--- src/rtl/seq_mult_unit_pkg.sv ---
// Shared definitions for the iterative shift-add multiplier:
// FSM state encoding and default width constants.
package seq_mult_unit_pkg;

  // Default operand width and matching iteration counter width
  localparam int MULT_WIDTH = 32;
  localparam int MULT_CNT_W = 6;

  // Controller states: accept -> iterate over multiplier bits -> sign fix-up
  typedef enum logic [1:0] {
    MULT_IDLE = 2'd0,
    MULT_CALC = 2'd1,
    MULT_FIX  = 2'd2
  } mult_state_e;

endpackage

--- src/rtl/seq_mult_unit_adder.sv ---
// Plain W-bit adder used on the accumulate path of the multiplier.
// The carry out of the top bit is intentionally dropped (modulo 2^W sum).
module seq_mult_unit_adder #(
  parameter int W = 64
) (
  input  logic [W-1:0] i_a,
  input  logic [W-1:0] i_b,
  output logic [W-1:0] o_sum
);

  assign o_sum = i_a + i_b;

endmodule

--- src/rtl/seq_mult_unit.sv ---
// Iterative shift-add multiplier, WIDTH x WIDTH -> 2*WIDTH, one multiplier
// bit per clock. Operands are reduced to magnitudes on accept and the sign
// is re-applied in a single FIX cycle, so the datapath is purely unsigned.
// Optional build macro MULT_EARLY_TERM_EN: leave CALC as soon as the
// remaining multiplier bits are all zero (result is unchanged).
module seq_mult_unit
  import seq_mult_unit_pkg::*;
#(
  parameter int WIDTH = MULT_WIDTH,
  parameter int CNT_W = MULT_CNT_W
) (
  input  logic               clk,
  input  logic               rst_n,
  input  logic               start,
  input  logic               is_signed,
  input  logic [WIDTH-1:0]   srca,
  input  logic [WIDTH-1:0]   srcb,
  output logic               busy,
  output logic               done,
  output logic [2*WIDTH-1:0] prod
);

  localparam int PW = 2 * WIDTH;
  localparam logic [WIDTH-1:0] ONE_W = {{(WIDTH-1){1'b0}}, 1'b1};
  localparam logic [PW-1:0]    ONE_P = {{(PW-1){1'b0}}, 1'b1};
  localparam logic [CNT_W-1:0] CNT_ONE  = CNT_W'(1);
  localparam logic [CNT_W-1:0] CNT_LAST = CNT_W'(WIDTH - 1);

  mult_state_e       r_state;
  logic [WIDTH-1:0]  r_mcand;
  logic [WIDTH-1:0]  r_mplier;
  logic [PW-1:0]     r_acc;
  logic [CNT_W-1:0]  r_cnt;
  logic              r_neg;
  logic              r_busy;
  logic              r_done;
  logic [PW-1:0]     r_prod;

  logic [WIDTH-1:0]  w_abs_a;
  logic [WIDTH-1:0]  w_abs_b;
  logic              w_neg_sel;
  logic [PW-1:0]     w_addend;
  logic [PW-1:0]     w_sum;
  logic [PW-1:0]     w_neg_acc;
  logic [WIDTH-1:0]  w_mplier_shr;
  logic              w_last;

  // Operand magnitudes and result sign for the op being accepted; the most
  // negative value maps to 2^(WIDTH-1), which still fits unsigned in WIDTH bits
  always_comb begin
    w_abs_a   = srca;
    w_abs_b   = srcb;
    w_neg_sel = 1'b0;
    if (is_signed) begin
      w_neg_sel = srca[WIDTH-1] ^ srcb[WIDTH-1];
      if (srca[WIDTH-1]) begin
        w_abs_a = ~srca + ONE_W;
      end else begin
        w_abs_a = srca;
      end
      if (srcb[WIDTH-1]) begin
        w_abs_b = ~srcb + ONE_W;
      end else begin
        w_abs_b = srcb;
      end
    end else begin
      w_neg_sel = 1'b0;
    end
  end

  // Partial product for this iteration: multiplicand shifted to the bit position
  always_comb begin
    w_addend = {PW{1'b0}};
    if (r_mplier[0]) begin
      w_addend = {{WIDTH{1'b0}}, r_mcand} << r_cnt;
    end else begin
      w_addend = {PW{1'b0}};
    end
  end

  seq_mult_unit_adder #(.W(PW)) u_acc_adder (
    .i_a   (r_acc),
    .i_b   (w_addend),
    .o_sum (w_sum)
  );

  assign w_neg_acc    = ~r_acc + ONE_P;
  assign w_mplier_shr = {1'b0, r_mplier[WIDTH-1:1]};

  // Decide whether the current CALC edge is the final iteration
  always_comb begin
    w_last = 1'b0;
`ifdef MULT_EARLY_TERM_EN
    if ((r_cnt == CNT_LAST) || (w_mplier_shr == {WIDTH{1'b0}})) begin
      w_last = 1'b1;
    end else begin
      w_last = 1'b0;
    end
`else
    if (r_cnt == CNT_LAST) begin
      w_last = 1'b1;
    end else begin
      w_last = 1'b0;
    end
`endif
  end

  // Controller and datapath registers: accept, iterate, apply sign, report
  always_ff @(posedge clk or negedge rst_n) begin
    if (!rst_n) begin
      r_state  <= MULT_IDLE;
      r_mcand  <= {WIDTH{1'b0}};
      r_mplier <= {WIDTH{1'b0}};
      r_acc    <= {PW{1'b0}};
      r_cnt    <= {CNT_W{1'b0}};
      r_neg    <= 1'b0;
      r_busy   <= 1'b0;
      r_done   <= 1'b0;
      r_prod   <= {PW{1'b0}};
    end else begin
      case (r_state)
        MULT_IDLE: begin
          r_done <= 1'b0;
          if (start) begin
            r_mcand  <= w_abs_a;
            r_mplier <= w_abs_b;
            r_neg    <= w_neg_sel;
            r_acc    <= {PW{1'b0}};
            r_cnt    <= {CNT_W{1'b0}};
            r_busy   <= 1'b1;
            r_state  <= MULT_CALC;
          end else begin
            r_busy   <= 1'b0;
          end
        end
        MULT_CALC: begin
          r_done   <= 1'b0;
          r_acc    <= w_sum;
          r_mplier <= w_mplier_shr;
          r_cnt    <= r_cnt + CNT_ONE;
          if (w_last) begin
            r_state <= MULT_FIX;
          end else begin
            r_state <= MULT_CALC;
          end
        end
        MULT_FIX: begin
          if (r_neg) begin
            r_prod <= w_neg_acc;
          end else begin
            r_prod <= r_acc;
          end
          r_done  <= 1'b1;
          r_busy  <= 1'b0;
          r_state <= MULT_IDLE;
        end
        default: begin
          r_done  <= 1'b0;
          r_busy  <= 1'b0;
          r_state <= MULT_IDLE;
        end
      endcase
    end
  end

  assign busy = r_busy;
  assign done = r_done;
  assign prod = r_prod;

endmodule

--- config.mk ---
export PLATFORM = sky130hd
export DESIGN_NAME = seq_mult_unit
export DESIGN_NICKNAME = d
export VERILOG_FILES = /design/src/rtl/seq_mult_unit_pkg.sv /design/src/rtl/seq_mult_unit_adder.sv /design/src/rtl/seq_mult_unit.sv
export SDC_FILE = /design/constraint.sdc
export NUM_CORES = 1
export LEC_CHECK = 0
export CAP_MARGIN = 10
export CORE_UTILIZATION = 55
export CTS_CLUSTER_SIZE = 16
export DETAILED_ROUTE_END_ITERATION = 8
export PLACE_DENSITY = 0.76
export SLEW_MARGIN = 20
export SYNTH_ARGS = -nofsm -noshare
export SYNTH_HDL_FRONTEND = slang
export SYNTH_SLANG_ARGS = --single-unit
--- constraint.sdc ---
create_clock -name clk -period 7.1 [get_ports clk]
set_input_delay 1.42 -clock clk [delete_from_list [all_inputs] [get_ports clk]]
set_output_delay 1.42 -clock clk [all_outputs]
set_load 0.01 [all_outputs]
After elaboration in Yosys (flattened, before gate mapping)
Index checks and enable logic that the tools add are counted.
{ "classes": {"eq_ne": 4, "reduce_logical": 4, "addsub": 5, "shift": 1, "n_bitwise": 4, "n_mux": 20} }
{ "op_table": {"columns": ["operator", "n"], "rows": [
  ["$mux 64", 3],
  ["$mux 32", 5],
  ["$pmux 64 s2", 1],
  ["$add 32x1->32 const B", 2],
  ["$add 64x1->64 const B", 1],
  ["$add 64x64->64", 1],
  ["$not 32->32", 2],
  ["$not 64->64", 1],
  ["$pmux 32 s2", 1],
  ["$shl 32x6->64", 1],
  ["$pmux 6 s2", 1],
  ["$add 6x1->6 const B", 1],
  ["$eq 6x5->1 const B", 1],
  ["$mux 6", 1],
  ["$mux 1", 4],
  ["$mux 2", 2],
  ["$pmux 2 s2", 1],
  ["$reduce_and 2->1", 2],
  ["$eq 2x1->1 const B", 1],
  ["$eq 2x2->1 const B", 1],
  ["$logic_not 2->1", 1],
  ["$ne 2x2->1 const B", 1],
  ["$pmux 1 s2", 1],
  ["$reduce_bool 2->1", 1],
  ["$xor 1x1->1", 1]
]} }
{ "word_totals": {"inputBits": 68, "output_inout_bits": 66, "regBits": 203, "word_cells": 47} }

Logic depth before layout (Yosys ltp)
Gate-level depths: netlist of the first run.
{ "depth": {"ltp_word": 6, "depth_mapped": 24, "depth_no_buf": 21} }

Cells and area by module
From an unflattened synthesis of the first run, not the netlist that was laid out.
{ "hier_totals": {"hier_cells": 1960, "area_unflattened_um2": 16625.9} }
{ "by_module_without_submodules": {"columns": ["module", "area_each_um2", "instances", "cells_each"], "rows": [
  ["seq_mult_unit", 12879.9, 1, 1401],
  ["seq_mult_unit_adder", 3746.1, 1, 559]
]} }

Worst setup path before layout of the first run
OpenSTA, ideal clock, no wires.
{ "synth_path": {"kind": "register to register", "from": "register r_cnt[0]", "to": "register r_acc[63]", "stages_incl_launch_ff": 22, "required_ps": 7021, "t_arrival_ps": 5305, "slack_ps": 1715, "synth_period_minus_slack_ps": 5385, "cell_sequence": "dfrtp_1 > clkbuf_1 > buf_1 > buf_1 > mux4_2 > mux2_2 > o21ai_0 > o22a_1 > o22ai_1 > and2_1 > ha_1 > clkbuf_1 > a21oi_1 > o22ai_1 > o21ai_0 > nand2_1 > a211oi_1 > o21ai_0 > a311oi_1 > o21ai_0 > nor3_1 > a2bb2oi_1"} }
{ "synth_via": {"elab_chain_len": 4} }
{ "synth_lines": {"columns": ["item", "line_no", "text"], "rows": [
  ["from (decl)", "seq_mult_unit.sv:33", "logic [CNT_W-1:0] r_cnt;"],
  ["from (signal assigned)", "seq_mult_unit.sv:115", "r_cnt <= {CNT_W{1'b0}};"],
  ["from (signal assigned)", "seq_mult_unit.sv:129", "r_cnt <= {CNT_W{1'b0}};"],
  ["from (signal assigned)", "seq_mult_unit.sv:140", "r_cnt <= r_cnt + CNT_ONE;"],
  ["$shl 32x6->64", "seq_mult_unit.sv:75", "w_addend = {{WIDTH{1'b0}}, r_mcand} << r_cnt;"],
  ["$mux 64", "seq_mult_unit.sv:74", "if (r_mplier[0]) begin"],
  ["$add 64x64->64", "seq_mult_unit_adder.sv:11", "assign o_sum = i_a + i_b;"],
  ["$pmux 64 s2", "seq_mult_unit.sv:121", "case (r_state)"],
  ["to (signal assigned)", "seq_mult_unit.sv:114", "r_acc <= {PW{1'b0}};"],
  ["to (signal assigned)", "seq_mult_unit.sv:128", "r_acc <= {PW{1'b0}};"],
  ["to (signal assigned)", "seq_mult_unit.sv:138", "r_acc <= w_sum;"],
  ["to (decl)", "seq_mult_unit.sv:32", "logic [PW-1:0] r_acc;"]
]} }
Every way passes these cells.
A chain may end at the register's enable or synchronous reset.

Worst setup path in the final report of the first run
Same ends and word-level chain as after synthesis.

==> flow_metrics.py, run 1 <==
metrics = {
    "die": {
        "die_h_microns": 172,
        "die-area_sq_um": 29700,
        "io-pin-count": 134,
        "core.rowCount": 61,
        "design.core.area_sq_um": 28200,
        "die_w_microns": 172,
        "start_util_pct": 56.6,
    },
    "setup_path": {
        "crit_family": "compound AO/OA/AOI/OAI gates",
        "max_stage_delay_ns": 0.67,
        "crit_slowest_cell": "dfrtp_2",
        "rr_worst_depth": 19,
        "critPathLaunchType": "flip-flop",
        "worst-setup-path-type": "flip-flop to flip-flop",
        "path_common_cell": "o21ai_0",
        "cp.arrival_ns": 6.20,
        "crit_path_max_fanout": 22,
        "cp.required_ns": 7.57,
        "critical_path.endpoint_type": "flip-flop",
        "worst-path-buf-inv": 2,
        "crit_path_cell_trace": "buf_4 -> mux4_2 -> a21oi_1 -> nand2_1 -> o21ai_0 -> mux2i_1 -> nor2b_1 -> ha_1 -> a21oi_1 -> o21ai_0 -> nor2_1 -> nand2_1 -> a211oi_1 -> o21ai_0 -> buf_4 -> a311oi_1 -> o21ai_0 -> nor3_1 -> a2bb2oi_1",
        "cp.depth": 19,
    },
    "finish": {
        "synthToLayoutAreaGrowth_pct": 14.4,
        "final_cells": 2446,
        "nets": 2188,
        "stdcell_area_sq_um": 18200,
        "diodes": 0,
        "drive_gt1_share_pct": 5.61,
    },
    "place": {
        "dp_hpwl_mm": 35.6,
        "place_area_sq_um": 17500,
        "dp_slack_ns": 1.46,
        "gp_congestion": 0.992,
        "io_buffers": 133,
        "place_inst": 2405,
    },
    "route": {
        "vias": 14900,
        "wl_mm": 46.7,
        "viasPerCell": 6.09,
        "ant_nets": 0,
        "wl_per_cell_microns": 19.1,
        "first_pass_iters": 7,
        "first_iter_violations": 989,
        "drc_errors": 0,
    },
    "hold_path": {
        "hold_class": "flip-flop to flip-flop",
        "hold_depth": 2,
    },
    "logic_synthesis": {
        "synth_compound_area_share_pct": 23.3,
        "syn_nets": 2126,
        "yosysTopAreaCell": "dfrtp_1",
        "synth_seq_cells": 203,
        "synth.avg_cell_area_sq_um": 8.01,
        "muxShareOfSynthArea_pct": 6.19,
        "synth_top_area_share_pct": 31.9,
        "synth_fa_ha_area_share_pct": 5.38,
        "ys_warn_count": 0,
        "synth_edf_count": 0,
        "synth_ff_type": "dfrtp_1",
        "synth_common_cells": "323 x nand2_1, 298 x o21ai_0, 203 x dfrtp_1",
        "synth_area_leaders": "dfrtp_1 32%, o21ai_0 9.4%, nand2_1 7.6%, xor2_1 6.3%, ha_1 5.3%",
        "async_flop_share_pct": 100,
        "synth_most_common_cell": "nand2_1",
        "yosys.area_share.simple_pct": 19.5,
        "syn_inst": 1990,
        "synthXorXnorAreaFrac_pct": 9.84,
        "synth_top_family_by_area": "compound AO/OA/AOI/OAI gates",
        "syn-cell-area_sq_um": 15900,
        "yosys.cell_types.count": 65,
        "yosysSeqAreaShare_pct": 31.9,
    },
    "timing": {
        "setup_viol": 0,
        "finalHoldViolCount": 0,
        "hold-worst-slack_ns": 0.477,
        "relSlewSlack_pct": 37.6,
        "rsz0062_at_grt": "false",
        "post-route-period-util_pct": 80.8,
        "maxSlewViolCount": 0,
        "worstMarginPinSlew_ns": 0.935,
        "final.min_clock_period_ns": 5.73,
        "setup_ws_ns": 1.37,
        "setup_tns_ns": 0,
        "fmax_mhz": 174,
        "clock-skew-final_ns": 0.0193,
    },
    "clock_network": {
        "ctsResizeCount": 0,
        "insertion_delay_ns": 0.55,
        "clk_pin_slew_ns": 0.06,
        "hold_buffers": 0,
        "cts_buffer_depth": 3,
        "cts_setup_buffers": 0,
        "cts-root-buf": "clkbuf_16",
        "cts_made_buffers": 23,
        "cts.sinks": 203,
        "cts_tree": "done",
        "htreeDepth": 1,
    },
    "power": {
        "power.leakage_nw": 7.80,
        "powerDensity_nw_per_um2": 435,
        "ir_worst_vdd_v": 0.000192,
    },
    "global_route": {
        "grt_pass1_vias": 14100,
        "antenna_found_initial": 0,
        "track_usage_pct": 31.9,
        "grt_max_degree": 120,
        "grt_overflow": 0,
        "grt_pass1_wl_mm": 74.5,
    },
    "status": {
        "run_status": "completed",
    },
    "run": {
        "maxCapViolations": 0,
    },
}
[state kept, by name, summed over array words and instances (netlist names)]
name	count
prod	64
r_acc	64
r_mcand	32
r_mplier	32
r_cnt	6
r_state	2
busy	1
done	1
r_neg	1
[per-stage QoR]
stage / utilization, % / power, mW
after floorplan: - / 5.14
after global routing: 64.8 / 8.53
after global placement: 62.1 / 6.62
final: 64.8 / 7.93
after detailed placement: 62.1 / 6.69
after CTS: 64.8 / 7.88
[worst min-delay path: cells and delay by family, from the launching register on]
kind / cells / cell delay [ns]
AO/OA/AOI/OAI: 1 / 0.06
flip-flops: 1 / 0.34
AND/OR/NAND/NOR: 1 / 0.04
[final timing paths]
path | slack (ns) | end | from
worst max-delay path | 1.37 | r_acc[63]$_DFFE_PN0P_ | r_cnt[0]$_DFFE_PN0P_
worst min-delay path | 0.48 | prod[39]$_DFFE_PN0P_ | prod[39]$_DFFE_PN0P_
worst max register to register | 1.37 | r_acc[63]$_DFFE_PN0P_ | r_cnt[0]$_DFFE_PN0P_
worst min register to register | 0.48 | prod[39]$_DFFE_PN0P_ | prod[39]$_DFFE_PN0P_
max in group asynchronous | 4.70 | r_mcand[20]$_DFFE_PN0P_ | rst_n
min in group asynchronous | 1.01 | prod[17]$_DFFE_PN0P_ | rst_n
[cell type report]
type,instances,area [sq um]
clock buffers,31,636
well taps,378,473
fillers,2403,9930
inverters,42,158
clock inverters,10,98.8
multi-input cells,1622,10300
repair buffers,160,1540
flip-flops and latches,203,5080
[placed cells by master (no fill, tap or decap), types with 17 or more instances in the layout]
cell type | Yosys | layout
a21o_1 | 32 | 32
a21oi_1 | 118 | 118
a22oi_1 | 36 | 36
a31oi_1 | 17 | 17
and2_1 | 21 | 21
buf_4 | 0 | 27
clkbuf_16 | 0 | 23
clkdlybuf4s50_1 | 0 | 132
dfrtp_1 | 203 | 201
ha_1 | 67 | 67
inv_1 | 40 | 40
mux2i_1 | 40 | 40
mux4_2 | 18 | 18
nand2_1 | 323 | 323
nand3_1 | 32 | 32
nand4_1 | 21 | 21
nor2_1 | 104 | 104
nor2b_1 | 43 | 42
nor3_1 | 36 | 36
nor4_1 | 17 | 17
o21ai_0 | 298 | 298
o22ai_1 | 20 | 20
o31ai_1 | 23 | 23
o41ai_1 | 17 | 17
or3_1 | 17 | 17
or4_1 | 21 | 21
xnor2_1 | 65 | 65
xor2_1 | 114 | 114
[where the power goes]
part / leakage, nW / total, mW / switching [mW] / internal (mW)
clock network: 0.359 / 1.17 / 0.499 / 0.669
logic: 4.97 / 4.57 / 2.66 / 1.90
registers: 2.48 / 2.19 / 0.541 / 1.65
total: 7.80 / 7.93 / 3.71 / 4.22
[logic make-up (layout without fill, tap and decap cells)]
logic type / count (synthesis) / in the layout
simple gates: 673 / 673
compound gates: 628 / 628
flops: 203 / 203
xor+xnor: 179 / 179
buf+inv: 165 / 243
mux: 74 / 74
fa+ha+maj: 68 / 68
[routing by layer]
layer	wire (microns)	up-vias	global-route usage [%]	part of all wire (%)
li1	-	7279	-	-
met1	21200	7096	43.6	45
met2	21900	445	53.1	47
met3	2480	66	3.78	5.3
met4	1160	0	9.08	2.5
met5	0	-	0	0
No activity file was read; power rests on OpenSTA's default activity.
==> run 2: changes to the inputs <==
==> constraint.sdc (replaced) <==
create_clock -name clk -period 5.8 [get_ports clk]
set_input_delay 1.16 -clock clk [delete_from_list [all_inputs] [get_ports clk]]
set_output_delay 1.16 -clock clk [all_outputs]
set_load 0.01 [all_outputs]
==> flow_metrics.py, run 2 (synthesis gave the netlist of run 1 again) <==
metrics = {
    "power": {
        "power.leakage_nw": 7.97,
        "ir_worst_vdd_v": 0.000227,
        "powerDensity_nw_per_um2": 542,
    },
    "setup_path": {
        "critPathLaunchType": "flip-flop",
        "cp-startpoint": "r_cnt[0]$_DFFE_PN0P_",
        "worst-path-buf-inv": 2,
        "cp.arrival_ns": 5.78,
        "crit_family": "compound AO/OA/AOI/OAI gates",
        "critical_path.endpoint_type": "flip-flop",
        "max_stage_delay_ns": 0.55,
        "cp.required_ns": 6.27,
        "crit_path_max_fanout": 13,
        "worstReg2RegStart": "r_cnt[0]$_DFFE_PN0P_",
        "crit_slowest_cell": "mux4_2",
        "crit_path_cell_trace": "buf_4 -> mux4_2 -> mux2i_1 -> nor2_1 -> a21oi_1 -> o22ai_1 -> and2_1 -> ha_1 -> a21oi_1 -> o22ai_1 -> o21ai_0 -> nand2_1 -> a211oi_1 -> o21ai_0 -> buf_4 -> a311oi_2 -> o21ai_0 -> nor3_1 -> a2bb2oi_1",
        "worst-setup-path-type": "flip-flop to flip-flop",
        "path_common_cell": "o21ai_0",
    },
    "finish": {
        "drive_gt1_share_pct": 6.74,
        "synthToLayoutAreaGrowth_pct": 16.4,
        "num-fill-cells": 2365,
        "nets": 2210,
        "regArea_sq_um": 5080,
        "final_util_pct": 65.9,
        "layout_commonest_cell": "nand2_1",
        "diodes": 0,
        "final_cell_mix": "323 x nand2_1, 298 x o21ai_0, 201 x dfrtp_1",
        "multi_input_comb_area_sq_um": 10300,
    },
    "clock_network": {
        "clk_pin_slew_ns": 0.06,
        "cts_tree": "done",
        "cts_setup_buffers": 0,
        "htreeDepth": 1,
        "insertion_delay_ns": 0.54,
        "cts_buffer_depth": 3,
        "cts_made_buffers": 25,
        "cts-root-buf": "clkbuf_16",
        "cts.sinks": 203,
    },
    "global_route": {
        "antenna_found_initial": 0,
        "grt.busiest_layer": "met2",
        "grt_overflow": 0,
        "grt_max_degree": 109,
        "grtUsageMet3_pct": 3.25,
        "grt_pass1_vias": 14100,
        "track_usage_pct": 31.4,
        "grt_pass1_wl_mm": 73.8,
        "use_met2_pct": 52.6,
        "use_met1_pct": 42.5,
    },
    "die": {
        "io-pin-count": 134,
        "die-area_sq_um": 29700,
        "start_util_pct": 56.6,
        "design.core.area_sq_um": 28200,
        "die_w_microns": 172,
        "core.rowCount": 61,
        "die_h_microns": 172,
    },
    "place": {
        "gp_congestion": 1.01,
        "dp_hpwl_mm": 35.4,
        "io_buffers": 133,
    },
    "timing": {
        "post-route-period-util_pct": 91.7,
        "worstMarginPinSlew_ns": 0.874,
        "finalHoldViolCount": 0,
        "clock-skew-final_ns": 0.00790,
        "rsz0062_at_grt": "false",
        "final.min_clock_period_ns": 5.32,
        "setup_viol": 0,
        "fmax_mhz": 188,
        "maxSlewViolCount": 0,
        "relSlewSlack_pct": 41.7,
        "setup_tns_ns": 0,
    },
    "hold_path": {
        "holdCritStartpoint": "prod[20]$_DFFE_PN0P_",
        "hold_class": "flip-flop to flip-flop",
    },
    "status": {
        "run_status": "completed",
    },
    "route": {
        "first_pass_iters": 6,
        "wl_per_cell_microns": 18.6,
        "wl_mm": 45.9,
        "ant_nets": 0,
        "vias": 15000,
        "viasPerCell": 6.07,
        "drc_errors": 0,
        "first_iter_violations": 1108,
    },
    "run": {
        "maxCapViolations": 0,
    },
}
-- run 2: cell types whose count changed in the layout (fill, tap and decap cells not counted), sizes merged --
cell | before | now
inv | 42 | 44
buf | 27 | 47
clkinv | 7 | 6
bufinv | 1 | 3
-- run 2: worst register-to-register path: stages (launching register included) --
cell and delay [ns]:
dfrtp_2 0.44, buf_4 0.26, mux4_2 0.55, mux2i_1 0.24, nor2_1 0.07, a21oi_1 0.43
o22ai_1 0.20, and2_1 0.21, ha_1 0.39, a21oi_1 0.30, o22ai_1 0.13, o21ai_0 0.23
nand2_1 0.08, a211oi_1 0.35, o21ai_0 0.17, buf_4 0.18, a311oi_2 0.42, o21ai_0 0.20
nor3_1 0.21, a2bb2oi_1 0.18
-- run 2: stage by stage --
step | hold slack [ns] | worst slack (ns) | power, mW | cell area [sq um] | instances
2_1_floorplan | 0.450 | 0.415 | 6.29 | 15900 | 1990
3_3_place_gp | 0.461 | 0.547 | 8.32 | 17700 | 2425
3_5_place_dp | 0.469 | 0.462 | 8.38 | 17700 | 2425
4_1_cts | 0.482 | 0.399 | 10.0 | 18500 | 2469
5_1_grt | 0.507 | 0.194 | 10.8 | 18500 | 2469
6_report | 0.474 | 0.483 | 10.1 | 18500 | 2469
-- run 2: area by class of cell --
type / count / area share [%]
repair buffers: 180 / 9.37
flip-flops and latches: 203 / 27.4
multi-input cells: 1622 / 55.3
well taps: 378 / 2.55
inverters: 42 / 0.850
clock inverters: 13 / 0.917
clock buffers: 31 / 3.60
-- run 2: worst paths after layout --
kind                                          to  slack (ns)  cells past startpoint
max in group asynchronous   r_cnt[0]$_DFFE_PN0P_        4.06                      2
min in group asynchronous   prod[15]$_DFFE_PN0P_        0.67                      1
min reg2reg                 prod[20]$_DFFE_PN0P_        0.47                      2
max reg2reg                r_acc[63]$_DFFE_PN0P_        0.48                     19
max                        r_acc[63]$_DFFE_PN0P_        0.48                     19
min                         prod[20]$_DFFE_PN0P_        0.47                      2
-- run 2: per-layer routing --
layer	up-vias	share of wire, %
met4	0	3.0
met3	78	5.5
met2	492	47
li1	7333	-
met1	7088	45
met5	-	0
-- run 2: what timing repair did --
action	CTS	global route
hold buffers	0	0
endpoints found under the setup margin	0	1
gates resized for setup	0	1
-- run 2: power breakdown --
| part | switching (mW) | internal (mW) | leakage (nW) | total (mW) |
|---|---|---|---|---|
| clock | 0.627 | 0.958 | 0.410 | 1.58 |
| sequential | 0.638 | 2.02 | 2.48 | 2.66 |
| combinational | 3.34 | 2.48 | 5.08 | 5.82 |
